File: src/rtl/mesi_snoop_ctrl_pkg.sv
// Shared encodings for the MESI snoop controller: line states, bus ops, FSM states.
package mesi_pkg;

    typedef enum logic [1:0] {
        MESI_I = 2'b00,
        MESI_S = 2'b01,
        MESI_E = 2'b10,
        MESI_M = 2'b11
    } mesi_e;

    typedef enum logic [1:0] {
        OP_BUSRD   = 2'b00,
        OP_BUSRDX  = 2'b01,
        OP_BUSUPGR = 2'b10,
        OP_WB      = 2'b11
    } bus_op_e;

    typedef enum logic [2:0] {
        ST_IDLE,
        ST_SNOOP,
        ST_MEM_WR,
        ST_MEM_RD,
        ST_MEM_WAIT,
        ST_RESP
    } state_e;

    function automatic int unsigned core_idx_w(input int unsigned n);
        return (n > 1) ? $clog2(n) : 1;
    endfunction

    // Fill state handed back to the requester once the transaction completes.
    function automatic mesi_e fill_state(input bus_op_e op, input logic peer_hit);
        case (op)
            OP_BUSRD: return peer_hit ? MESI_S : MESI_E;
            OP_WB:    return MESI_I;
            default:  return MESI_M;
        endcase
    endfunction

endpackage

File: src/rtl/mesi_snoop_ctrl_rr_arbiter.sv
// Round-robin arbiter: one-hot grant searching upward from the slot after the last winner.
module rr_arbiter
    import mesi_pkg::*;
#(
    parameter int unsigned N = 4,
    parameter int unsigned W = core_idx_w(N)
) (
    input  logic         clk,
    input  logic         rst,
    input  logic [N-1:0] req_i,
    input  logic         adv_i,
    output logic [N-1:0] gnt_o,
    output logic [W-1:0] gnt_idx_o
);

    logic [W-1:0] ptr_q, ptr_d;
    logic         found;
    int unsigned  idx;
    logic [W-1:0] bi;

    always_comb begin
        gnt_o     = '0;
        gnt_idx_o = '0;
        ptr_d     = ptr_q;
        found     = 1'b0;
        idx       = 0;
        bi        = '0;
        for (int unsigned k = 0; k < N; k++) begin
            idx = (32'(ptr_q) + k) % N;
            bi  = W'(idx);
            if (!found && req_i[bi]) begin
                found     = 1'b1;
                gnt_o[bi] = 1'b1;
                gnt_idx_o = bi;
                ptr_d     = W'((idx + 1) % N);
            end
        end
    end

    always_ff @(posedge clk or posedge rst) begin
        if (rst) begin
            ptr_q <= '0;
        end else if (adv_i && found) begin
            ptr_q <= ptr_d;
        end
    end

endmodule

File: src/rtl/mesi_snoop_ctrl.sv
// Snooping MESI coherency controller: arbitrates L1 requests onto one snoop bus,
// gathers snoop acks, sources fills from a dirty peer or memory, returns the fill state.
module mesi_snoop_ctrl
    import mesi_pkg::*;
#(
    parameter int unsigned NUM_CORES     = 4,
    parameter int unsigned ADDR_W        = 20,
    parameter int unsigned DATA_W        = 32,
    parameter int unsigned SNOOP_TIMEOUT = 64
) (
    input  logic                          clk,
    input  logic                          rst,
    input  logic [NUM_CORES-1:0]          req_valid,
    input  logic [2*NUM_CORES-1:0]        req_op,
    input  logic [ADDR_W*NUM_CORES-1:0]   req_addr,
    input  logic [DATA_W*NUM_CORES-1:0]   req_wdata,
    output logic [NUM_CORES-1:0]          req_ready,
    output logic                          snp_valid,
    output logic [1:0]                    snp_op,
    output logic [ADDR_W-1:0]             snp_addr,
    output logic [$clog2(NUM_CORES)-1:0]  snp_src,
    input  logic [NUM_CORES-1:0]          snp_ack,
    input  logic [NUM_CORES-1:0]          snp_hit,
    input  logic [NUM_CORES-1:0]          snp_dirty,
    input  logic [DATA_W*NUM_CORES-1:0]   snp_data,
    output logic                          mem_req_valid,
    output logic                          mem_req_we,
    output logic [ADDR_W-1:0]             mem_req_addr,
    output logic [DATA_W-1:0]             mem_req_wdata,
    input  logic                          mem_req_ready,
    input  logic                          mem_rvalid,
    input  logic [DATA_W-1:0]             mem_rdata,
    output logic [NUM_CORES-1:0]          rsp_valid,
    output logic [1:0]                    rsp_state,
    output logic [DATA_W-1:0]             rsp_data,
    output logic                          busy,
    output logic                          err
);

    localparam int unsigned CIW = core_idx_w(NUM_CORES);
    localparam int unsigned TW  = $clog2(SNOOP_TIMEOUT + 1);

    state_e                 state_q;
    bus_op_e                op_q;
    logic [ADDR_W-1:0]      addr_q;
    logic [CIW-1:0]         src_q;
    logic [NUM_CORES-1:0]   mask_q;
    logic [TW-1:0]          tmo_q;
    logic                   hit_q, dfound_q;
    logic [CIW-1:0]         didx_q;
    logic [DATA_W-1:0]      fill_q;
    logic [NUM_CORES-1:0]   req_ready_q, rsp_valid_q;
    logic                   snp_valid_q, mem_valid_q, mem_we_q, busy_q, err_q;
    logic [DATA_W-1:0]      mem_wdata_q, rsp_data_q;
    mesi_e                  rsp_state_q;

    logic [NUM_CORES-1:0]   gnt;
    logic [CIW-1:0]         gnt_idx;
    bus_op_e                sel_op;
    logic [ADDR_W-1:0]      sel_addr;
    logic [DATA_W-1:0]      sel_wdata;

    rr_arbiter #(.N(NUM_CORES), .W(CIW)) u_arb (
        .clk       (clk),
        .rst       (rst),
        .req_i     (req_valid),
        .adv_i     (state_q == ST_IDLE),
        .gnt_o     (gnt),
        .gnt_idx_o (gnt_idx)
    );

    always_comb begin
        sel_op    = OP_BUSRD;
        sel_addr  = '0;
        sel_wdata = '0;
        for (int unsigned i = 0; i < NUM_CORES; i++) begin
            if (gnt[i]) begin
                sel_op    = bus_op_e'(req_op[i*2 +: 2]);
                sel_addr  = req_addr[i*ADDR_W +: ADDR_W];
                sel_wdata = req_wdata[i*DATA_W +: DATA_W];
            end
        end
    end

    logic [NUM_CORES-1:0] src_oh, peer_ack, mask_n, cur_dirty, cur_hit;
    logic                 all_acked, cdf, proto_err, take_new, timeout, snp_exit;
    logic                 dfound_n, hit_n, eff_dirty, eff_hit, to_resp;
    logic [CIW-1:0]       cdidx, didx_n;
    logic [DATA_W-1:0]    cdata, flush_n, rsp_fill;

    always_comb begin
        src_oh         = '0;
        src_oh[src_q]  = 1'b1;
        peer_ack       = snp_ack & ~src_oh;
        mask_n         = mask_q | snp_ack;
        all_acked      = &mask_n;
        cur_dirty      = peer_ack & snp_dirty;
        cur_hit        = peer_ack & snp_hit;
        cdf            = 1'b0;
        cdidx          = '0;
        cdata          = '0;
        for (int unsigned i = 0; i < NUM_CORES; i++) begin
            if (!cdf && cur_dirty[i]) begin
                cdf   = 1'b1;
                cdidx = CIW'(i);
                cdata = snp_data[i*DATA_W +: DATA_W];
            end
        end
        // A second dirty owner may arrive in a later cycle; keep the lower index.
        proto_err = ($countones(cur_dirty) > 1) || (cdf && dfound_q) || (|(cur_dirty & ~snp_hit));
        take_new  = cdf && (!dfound_q || (cdidx < didx_q));
        dfound_n  = dfound_q | cdf;
        didx_n    = take_new ? cdidx : didx_q;
        flush_n   = take_new ? cdata : fill_q;
        hit_n     = hit_q | (|cur_hit);
        timeout   = !all_acked && (tmo_q == TW'(SNOOP_TIMEOUT - 1));
        snp_exit  = all_acked || timeout;
        eff_dirty = dfound_n && !timeout;
        eff_hit   = hit_n && !timeout;
        rsp_fill  = (state_q == ST_MEM_RD || state_q == ST_MEM_WAIT) ? mem_rdata : fill_q;
        to_resp   = ((state_q == ST_SNOOP) && snp_exit && !eff_dirty && (op_q == OP_BUSUPGR))
                 || ((state_q == ST_MEM_WR) && mem_req_ready)
                 || ((state_q == ST_MEM_RD) && mem_req_ready && mem_rvalid)
                 || ((state_q == ST_MEM_WAIT) && mem_rvalid);
    end

    always_ff @(posedge clk or posedge rst) begin
        if (rst) begin
            state_q     <= ST_IDLE;
            op_q        <= OP_BUSRD;
            addr_q      <= '0;
            src_q       <= '0;
            mask_q      <= '0;
            tmo_q       <= '0;
            hit_q       <= 1'b0;
            dfound_q    <= 1'b0;
            didx_q      <= '0;
            fill_q      <= '0;
            req_ready_q <= '0;
            rsp_valid_q <= '0;
            snp_valid_q <= 1'b0;
            mem_valid_q <= 1'b0;
            mem_we_q    <= 1'b0;
            mem_wdata_q <= '0;
            rsp_state_q <= MESI_I;
            rsp_data_q  <= '0;
            busy_q      <= 1'b0;
            err_q       <= 1'b0;
        end else begin
            req_ready_q <= '0;
            rsp_valid_q <= '0;
            case (state_q)
                ST_IDLE: begin
                    if (|req_valid) begin
                        req_ready_q <= gnt;
                        op_q        <= sel_op;
                        addr_q      <= sel_addr;
                        src_q       <= gnt_idx;
                        mask_q      <= gnt;
                        tmo_q       <= '0;
                        hit_q       <= 1'b0;
                        dfound_q    <= 1'b0;
                        didx_q      <= '0;
                        fill_q      <= '0;
                        busy_q      <= 1'b1;
                        if (sel_op == OP_WB) begin
                            state_q     <= ST_MEM_WR;
                            mem_valid_q <= 1'b1;
                            mem_we_q    <= 1'b1;
                            mem_wdata_q <= sel_wdata;
                        end else begin
                            state_q     <= ST_SNOOP;
                            snp_valid_q <= 1'b1;
                        end
                    end
                end
                ST_SNOOP: begin
                    mask_q   <= mask_n;
                    tmo_q    <= tmo_q + TW'(1);
                    hit_q    <= hit_n;
                    dfound_q <= dfound_n;
                    didx_q   <= didx_n;
                    fill_q   <= flush_n;
                    if (proto_err || timeout) err_q <= 1'b1;
                    if (snp_exit) begin
                        snp_valid_q <= 1'b0;
                        hit_q       <= eff_hit;
                        dfound_q    <= eff_dirty;
                        if (eff_dirty) begin
                            state_q     <= ST_MEM_WR;
                            mem_valid_q <= 1'b1;
                            mem_we_q    <= 1'b1;
                            mem_wdata_q <= flush_n;
                        end else if (op_q != OP_BUSUPGR) begin
                            state_q     <= ST_MEM_RD;
                            mem_valid_q <= 1'b1;
                            mem_we_q    <= 1'b0;
                        end
                    end
                end
                ST_MEM_WR: begin
                    if (mem_req_ready) begin
                        mem_valid_q <= 1'b0;
                        mem_we_q    <= 1'b0;
                    end
                end
                ST_MEM_RD: begin
                    if (mem_req_ready) begin
                        mem_valid_q <= 1'b0;
                        if (!mem_rvalid) state_q <= ST_MEM_WAIT;
                    end
                end
                ST_MEM_WAIT: begin
                end
                ST_RESP: begin
                    state_q     <= ST_IDLE;
                    busy_q      <= 1'b0;
                    rsp_state_q <= MESI_I;
                    rsp_data_q  <= '0;
                end
                default: state_q <= ST_IDLE;
            endcase
            // Every path into RESP funnels through here so the response fields are built once.
            if (to_resp) begin
                state_q     <= ST_RESP;
                rsp_valid_q <= src_oh;
                rsp_state_q <= fill_state(op_q, hit_q);
                rsp_data_q  <= (op_q == OP_BUSRD || op_q == OP_BUSRDX) ? rsp_fill : '0;
            end
        end
    end

    assign req_ready     = req_ready_q;
    assign snp_valid     = snp_valid_q;
    assign snp_op        = op_q;
    assign snp_addr      = addr_q;
    assign snp_src       = src_q;
    assign mem_req_valid = mem_valid_q;
    assign mem_req_we    = mem_we_q;
    assign mem_req_addr  = addr_q;
    assign mem_req_wdata = mem_wdata_q;
    assign rsp_valid     = rsp_valid_q;
    assign rsp_state     = rsp_state_q;
    assign rsp_data      = rsp_data_q;
    assign busy          = busy_q;
    assign err           = err_q;

endmodule
File: config.mk
export PLATFORM = sky130hd
export DESIGN_NAME = mesi_snoop_ctrl
export DESIGN_NICKNAME = d
export VERILOG_FILES = /design/src/rtl/mesi_snoop_ctrl_pkg.sv /design/src/rtl/mesi_snoop_ctrl_rr_arbiter.sv /design/src/rtl/mesi_snoop_ctrl.sv
export SDC_FILE = /design/constraint.sdc
export NUM_CORES = 1
export LEC_CHECK = 0
export CORE_AREA = 5 5 200 202
export CTS_CLUSTER_DIAMETER = 30
export CTS_CLUSTER_SIZE = 40
export DETAILED_ROUTE_END_ITERATION = 8
export DIE_AREA = 0 0 205 207
export GPL_TIMING_DRIVEN = 0
export HOLD_SLACK_MARGIN = 0.06
export PLACE_DENSITY_LB_ADDON = 0.12
export SLEW_MARGIN = 20
export SYNTH_ARGS = -nofsm -noshare
export SYNTH_HDL_FRONTEND = slang
export SYNTH_SLANG_ARGS = --single-unit
export TNS_END_PERCENT = 20
File: constraint.sdc
create_clock -name clk -period 10.7 [get_ports clk]
set_input_delay 1.07 -clock clk [delete_from_list [all_inputs] [get_ports clk]]
set_output_delay 1.07 -clock clk [all_outputs]
set_load 0.01 [all_outputs]
# Word level (Yosys, flattened, before mapping)
# Index checks and enable logic that the tools add are counted.
# word_totals
wordCells	264
regBits	155
# op_classes
addsub	10
magnitude_cmp	12
n_bitwise	12
reduce_logical	69
muxes	114
eq_ne	26
# op_table
op	n
2-to-1 mux 32 bit	18
case mux 32 bit (2 select lines)	2
2-to-1 mux 20 bit	4
2-to-1 mux 2 bit	20
2-to-1 mux 1 bit	34
2-to-1 mux 4 bit	8
logical AND 1 bit	24
2-to-1 mux 3 bit	7
AND reduction 6 bit	3
AND 4 bit	4
inequality test 2 bit, second input constant	8
OR 4 bit	4
< comparator 2 x 3 -> 1 bit, second input constant	5
case mux 7 bit (2 select lines)	1
inequality test 3 bit, second input constant	4
case mux 3 bit (4 select lines)	1
OR reduction 4 bit	3
demux 1 bit (select 2 bit)	5
greater-or-equal comparator 2 x 1 -> 1 bit, second input constant	5
logical NOT 1 bit	10
logical OR 1 bit	10
AND reduction 2 bit	5
adder 2 x 1 -> 2 bit, second input constant	4
binary-select mux 1 bit (select 2 bit)	4
other kinds (31)	50

# Longest topological paths before layout
# depth
depth_word	27
depth_mapped	18
mapped_depth_nobuf	13

# By module
# Synthesis repeated with hierarchy kept, for this count alone.
# unflattened
cells_unflattened	1141
hier_area_um2	10104.7
# modules_own_cells
module	instances	area_each_um2	cells_each
mesi_snoop_ctrl	1	9576.7	1081
rr_arbiter	1	528.0	60

# Worst setup path after synthesis
# No wires, ideal clock.
# synth_path
kind	input -> register
startpoint	input snp_dirty[0]
endpoint	register didx_q[0]
arrival_time_ps	3828
required_time_ps	10580
setup_slack_ps	6751
setup_ps	120
path_stages	16
cell_sequence	o211a_1 buf_1 inv_1 ha_1 nand4_1 clkbuf_1 nand2_1 ha_1 inv_1 a31oi_1 o21ai_1 and2_1 clkbuf_1 clkbuf_1 nand2_1 a31o_2
# synth_between
elab_chain_cells	16
# synth_lines
item	line_no	text
start: declaration	mesi_snoop_ctrl.sv:24	input logic [NUM_CORES-1:0] snp_dirty,
AND 4 bit *	mesi_snoop_ctrl.sv:97	cur_dirty = peer_ack & snp_dirty;
2-to-1 mux 1 bit *	mesi_snoop_ctrl.sv:103	if (!cdf && cur_dirty[i]) begin
logical NOT 1 bit	mesi_snoop_ctrl.sv:103	
logical AND 1 bit	mesi_snoop_ctrl.sv:103	
2-to-1 mux 1 bit	mesi_snoop_ctrl.sv:103	
logical NOT 1 bit	mesi_snoop_ctrl.sv:103	
logical AND 1 bit	mesi_snoop_ctrl.sv:103	
2-to-1 mux 1 bit	mesi_snoop_ctrl.sv:103	
logical NOT 1 bit	mesi_snoop_ctrl.sv:103	
logical AND 1 bit	mesi_snoop_ctrl.sv:103	
2-to-1 mux 2 bit	mesi_snoop_ctrl.sv:103	
< comparator 2 bit	mesi_snoop_ctrl.sv:111	take_new = cdf && (!dfound_q || (cdidx < didx_q));
logical OR 1 bit	mesi_snoop_ctrl.sv:111	
logical AND 1 bit	mesi_snoop_ctrl.sv:111	
inequality test 2 bit (no line)	--	
AND reduction 3 bit (no line)	--	
end signal: assignment	mesi_snoop_ctrl.sv:182	didx_q <= didx_n;
end: declaration	mesi_snoop_ctrl.sv:50	logic [CIW-1:0] didx_q;
# Every way passes the cells marked *; elsewhere a longest branch is shown, timed or not. The select of a mux whose other input is x is not followed.
# A chain may end at the register's enable or synchronous reset.

# Final worst setup path
# layout_path
startpoint	input snp_ack[0]
endpoint	register didx_q[1]
# layout_between
elab_chain_cells	17
# layout_lines
item	line_no	text
start: declaration	mesi_snoop_ctrl.sv:22	input logic [NUM_CORES-1:0] snp_ack,
AND 4 bit *	mesi_snoop_ctrl.sv:94	peer_ack = snp_ack & ~src_oh;
AND 4 bit *	mesi_snoop_ctrl.sv:97	
2-to-1 mux 1 bit *	mesi_snoop_ctrl.sv:103	
logical NOT 1 bit	mesi_snoop_ctrl.sv:103	
logical AND 1 bit	mesi_snoop_ctrl.sv:103	
2-to-1 mux 1 bit	mesi_snoop_ctrl.sv:103	
logical NOT 1 bit	mesi_snoop_ctrl.sv:103	
logical AND 1 bit	mesi_snoop_ctrl.sv:103	
2-to-1 mux 1 bit	mesi_snoop_ctrl.sv:103	
logical NOT 1 bit	mesi_snoop_ctrl.sv:103	
logical AND 1 bit	mesi_snoop_ctrl.sv:103	
2-to-1 mux 2 bit	mesi_snoop_ctrl.sv:103	
< comparator 2 bit	mesi_snoop_ctrl.sv:111	
logical OR 1 bit	mesi_snoop_ctrl.sv:111	
logical AND 1 bit	mesi_snoop_ctrl.sv:111	
inequality test 2 bit (no line)	--	
AND reduction 3 bit (no line)	--	
# Marks and branches as above.

==> flow_metrics.py <==
metrics = {
    "floorplan": {
        "die_y_um": 207,
        "rows": 72,
        "initial_core_util_pct": 27.0,
        "ios": 519,
        "die_w_um": 205,
        "die_area_mm2": 0.0424,
        "core_area_mm2": 0.0381,
    },
    "place": {
        "hpwl_um": 45300,
        "place_ws_ps": 4570,
        "placedCellCount": 2252,
        "portBuffers": 516,
        "place_area_mm2": 0.0161,
        "gp_congestion": 0.915,
    },
    "grt": {
        "grt_pass1_vias": 12300,
        "grt_start_max_net_pins": 89,
        "antenna_found_initial": 11,
        "grt_overflow": 0,
        "track_usage_pct": 25.5,
        "grt_pass1_wl_um": 81400,
    },
    "clock_network": {
        "cts.sinks": 155,
        "cts_resized": 0,
        "cts_hold_buf": 0,
        "post_cts_buffers": 0,
        "root_buffer": "clkbuf_16",
        "htreeDepth": 4,
        "cts_buffer_depth": 2,
        "insertion_delay_ps": 450,
        "clkTransAtPathRegs_ps": 70,
        "cts_tree": "done",
        "numCtsBuffers": 17,
    },
    "timing": {
        "skew_ps": 9.31,
        "max_clock_freq_mhz": 174,
        "setup_viol": 0,
        "hold_violations": 0,
        "worst_pin_slew_ps": 1080,
        "fin_crit_sh_pct": 53.6,
        "slew_viol_final": 0,
        "fin_ws_ps": 4970,
        "post-route-min-period_ps": 5730,
        "slew_headroom_pct": 27.8,
        "rsz0062_at_grt": "no",
        "fin_tns_setup_ps": 0,
        "hold-worst-slack_ps": 462,
    },
    "power": {
        "swShare_pct": 48.0,
        "p_per_area_mw_per_mm2": 332,
        "power_frac_clock_pct": 11.3,
        "leakagePower_nw": 6.68,
        "total_power_mw": 5.56,
        "seqPwrFrac_pct": 19.5,
        "intPower_mw": 2.89,
        "peakVddDrop_mv": 0.137,
        "comb_power_share_pct": 69.2,
        "p_sw_mw": 2.67,
    },
    "routing": {
        "drt_iter0_drc": 938,
        "drc": 0,
        "firstDrtPassIters": 6,
        "viasPerCell": 5.23,
        "wl_per_cell_um": 24.6,
        "detailroute.via_count": 12000,
        "wl_um": 56400,
        "postRouteAntennaNets": 0,
    },
    "synthesis": {
        "avgSynthCellArea_um2": 8.45,
        "ys_types": 71,
        "synth_enable_flop_cells": 0,
        "ys_ff_latch": 155,
        "synth_area_mm2": 0.0103,
        "syn_inst": 1217,
        "ys_seq_area_share_pct": 37.7,
        "ys_warn_count": 0,
        "ys.flop_type": "dfrtp_1",
        "synth_nets": 1625,
        "async_flop_share_pct": 100,
    },
    "finish": {
        "synthToLayoutAreaGrowth_pct": 62.7,
        "layout.nets": 2161,
        "drive_gt1_share_pct": 6.74,
        "post-route-util_pct": 43.9,
        "final_common_cell": "clkdlybuf4s50_1",
        "instances_no_fill": 2292,
        "final_area_mm2": 0.0167,
        "layout_common_cells": "clkdlybuf4s50_1 (516), nor2_1 (160), dfrtp_1 (155), nand2_1 (135), a21oi_1 (133)",
    },
    "status": {
        "status": "finished clean",
    },
    "worst_hold_path": {
        "worst_hold_path_type": "reg -> reg",
    },
    "run": {
        "maxCapViolCount": 0,
    },
    "setup_path": {
        "worst_ep_arrival_time_ps": 6070,
        "path_class": "in -> reg",
        "crit_path_start_kind": "input port",
        "endpoint_kind": "flop",
        "crit_required_ps": 11030,
        "path_max_fanout": 10,
    },
}
-- Yosys cell counts (all sizes together) (4+ instances only) --
cell | n | share of area, %
a221oi | 53 | 4.6
a211oi | 6 | 0.49
o22ai | 39 | 2.4
buf | 39 | 2.9
nand3 | 9 | 0.44
inv | 14 | 0.51
nor2b | 6 | 0.36
nor3 | 4 | 0.19
o211ai | 33 | 2.4
mux4 | 4 | 0.88
o21ai | 114 | 5.5
a31o | 4 | 0.34
or3 | 24 | 1.5
ha | 11 | 1.3
o221ai | 34 | 3.0
o211a | 4 | 0.46
nor2 | 160 | 5.8
nand2b | 9 | 0.55
clkbuf | 89 | 3.2
a21oi | 134 | 6.6
nand2 | 136 | 5.0
and2 | 7 | 0.43
mux2 | 37 | 5.1
o22a | 5 | 0.43
mux2i | 38 | 3.7
dfrtp | 155 | 38
-- power groups by stage --
| stage | Sequential (mW) | Combinational [mW] | Clock (mW) |
|---|---|---|---|
| after detailed placement | 1.09 | 3.84 | 0 |
| after global placement | 1.08 | 3.82 | 0 |
| after global routing | 1.12 | 4.13 | 0.665 |
| after CTS | 1.08 | 3.86 | 0.641 |
| final | 1.08 | 3.85 | 0.628 |
| after floorplan | 1.11 | 2.21 | 0 |
-- critical path: stages --
cell and delay, ps:
clkdlybuf4s50_1 560, o211a_1 410, buf_1 540, inv_1 210
ha_1 270, nand4_1 140, clkbuf_1 510, nand2_1 190
ha_1 310, inv_1 50, a31oi_1 40, o21ai_1 170
and2_1 140, clkbuf_1 410, clkbuf_1 540, nand2_1 220
a31o_2 290
-- final timing paths --
check	start	endpoint	slack, ps	cells after the start
worst max-delay path	snp_ack[0]	didx_q[1]	4970	17
worst min-delay path	err	err	460	1
worst max register to register	u_arb.ptr_q[0]	mem_req_wdata[27]	5320	15
worst min register to register	err	err	460	1
max in group asynchronous	rst	rsp_data[5]	8770	3
min in group asynchronous	rst	mem_req_addr[5]	1060	2
-- flip-flops by register name, summed over array words and instances, names as in the netlist, 2 cells and up --
signal / flops
snp_op: 2
rsp_valid: 4
rsp_data: 32
didx_q: 2
state_q: 3
u_arb.ptr_q: 2
tmo_q: 7
mask_q: 4
fill_q: 32
mem_req_addr: 20
req_ready: 4
mem_req_wdata: 32
snp_src: 2
rsp_state: 2
-- cell type report --
class,count,area [µm²]
fillers,3849,21400
multi-input cells,919,5720
repair buffers,517,5190
flip-flops and latches,155,3880
well taps,518,648
plain buffers,128,636
clock buffers,19,443
clock inverters,13,141
inverters,15,63.8
diodes,8,20.0
-- routing by layer --
metal	GRT usage (%)	share of wire (%)	vias to the layer above	routed length [µm]
met2	44.7	50	525	28400
li1	-	-	5533	-
met1	30.7	39	5857	22200
met5	0	0.074	-	42
met4	7.62	2.4	8	1360
met3	6.38	7.8	68	4420
-- logic make-up (layout without fill, tap and decap cells) --
family                   Yosys count  count (layout)  synth area share [%]
AO/OA/AOI/OAI                    456             456                  28.7
adder cells (fa/ha/maj)           12              12                  1.53
buffers and inverters            143             692                  6.73
XOR/XNOR                           6               6                 0.511
flip-flops                       155             155                  37.7
other                              0               8                     0
AND/OR/NAND/NOR                  366             366                  15.2
multiplexers                      79              79                  9.72
Note: power is estimated with default switching activity, not from simulation.
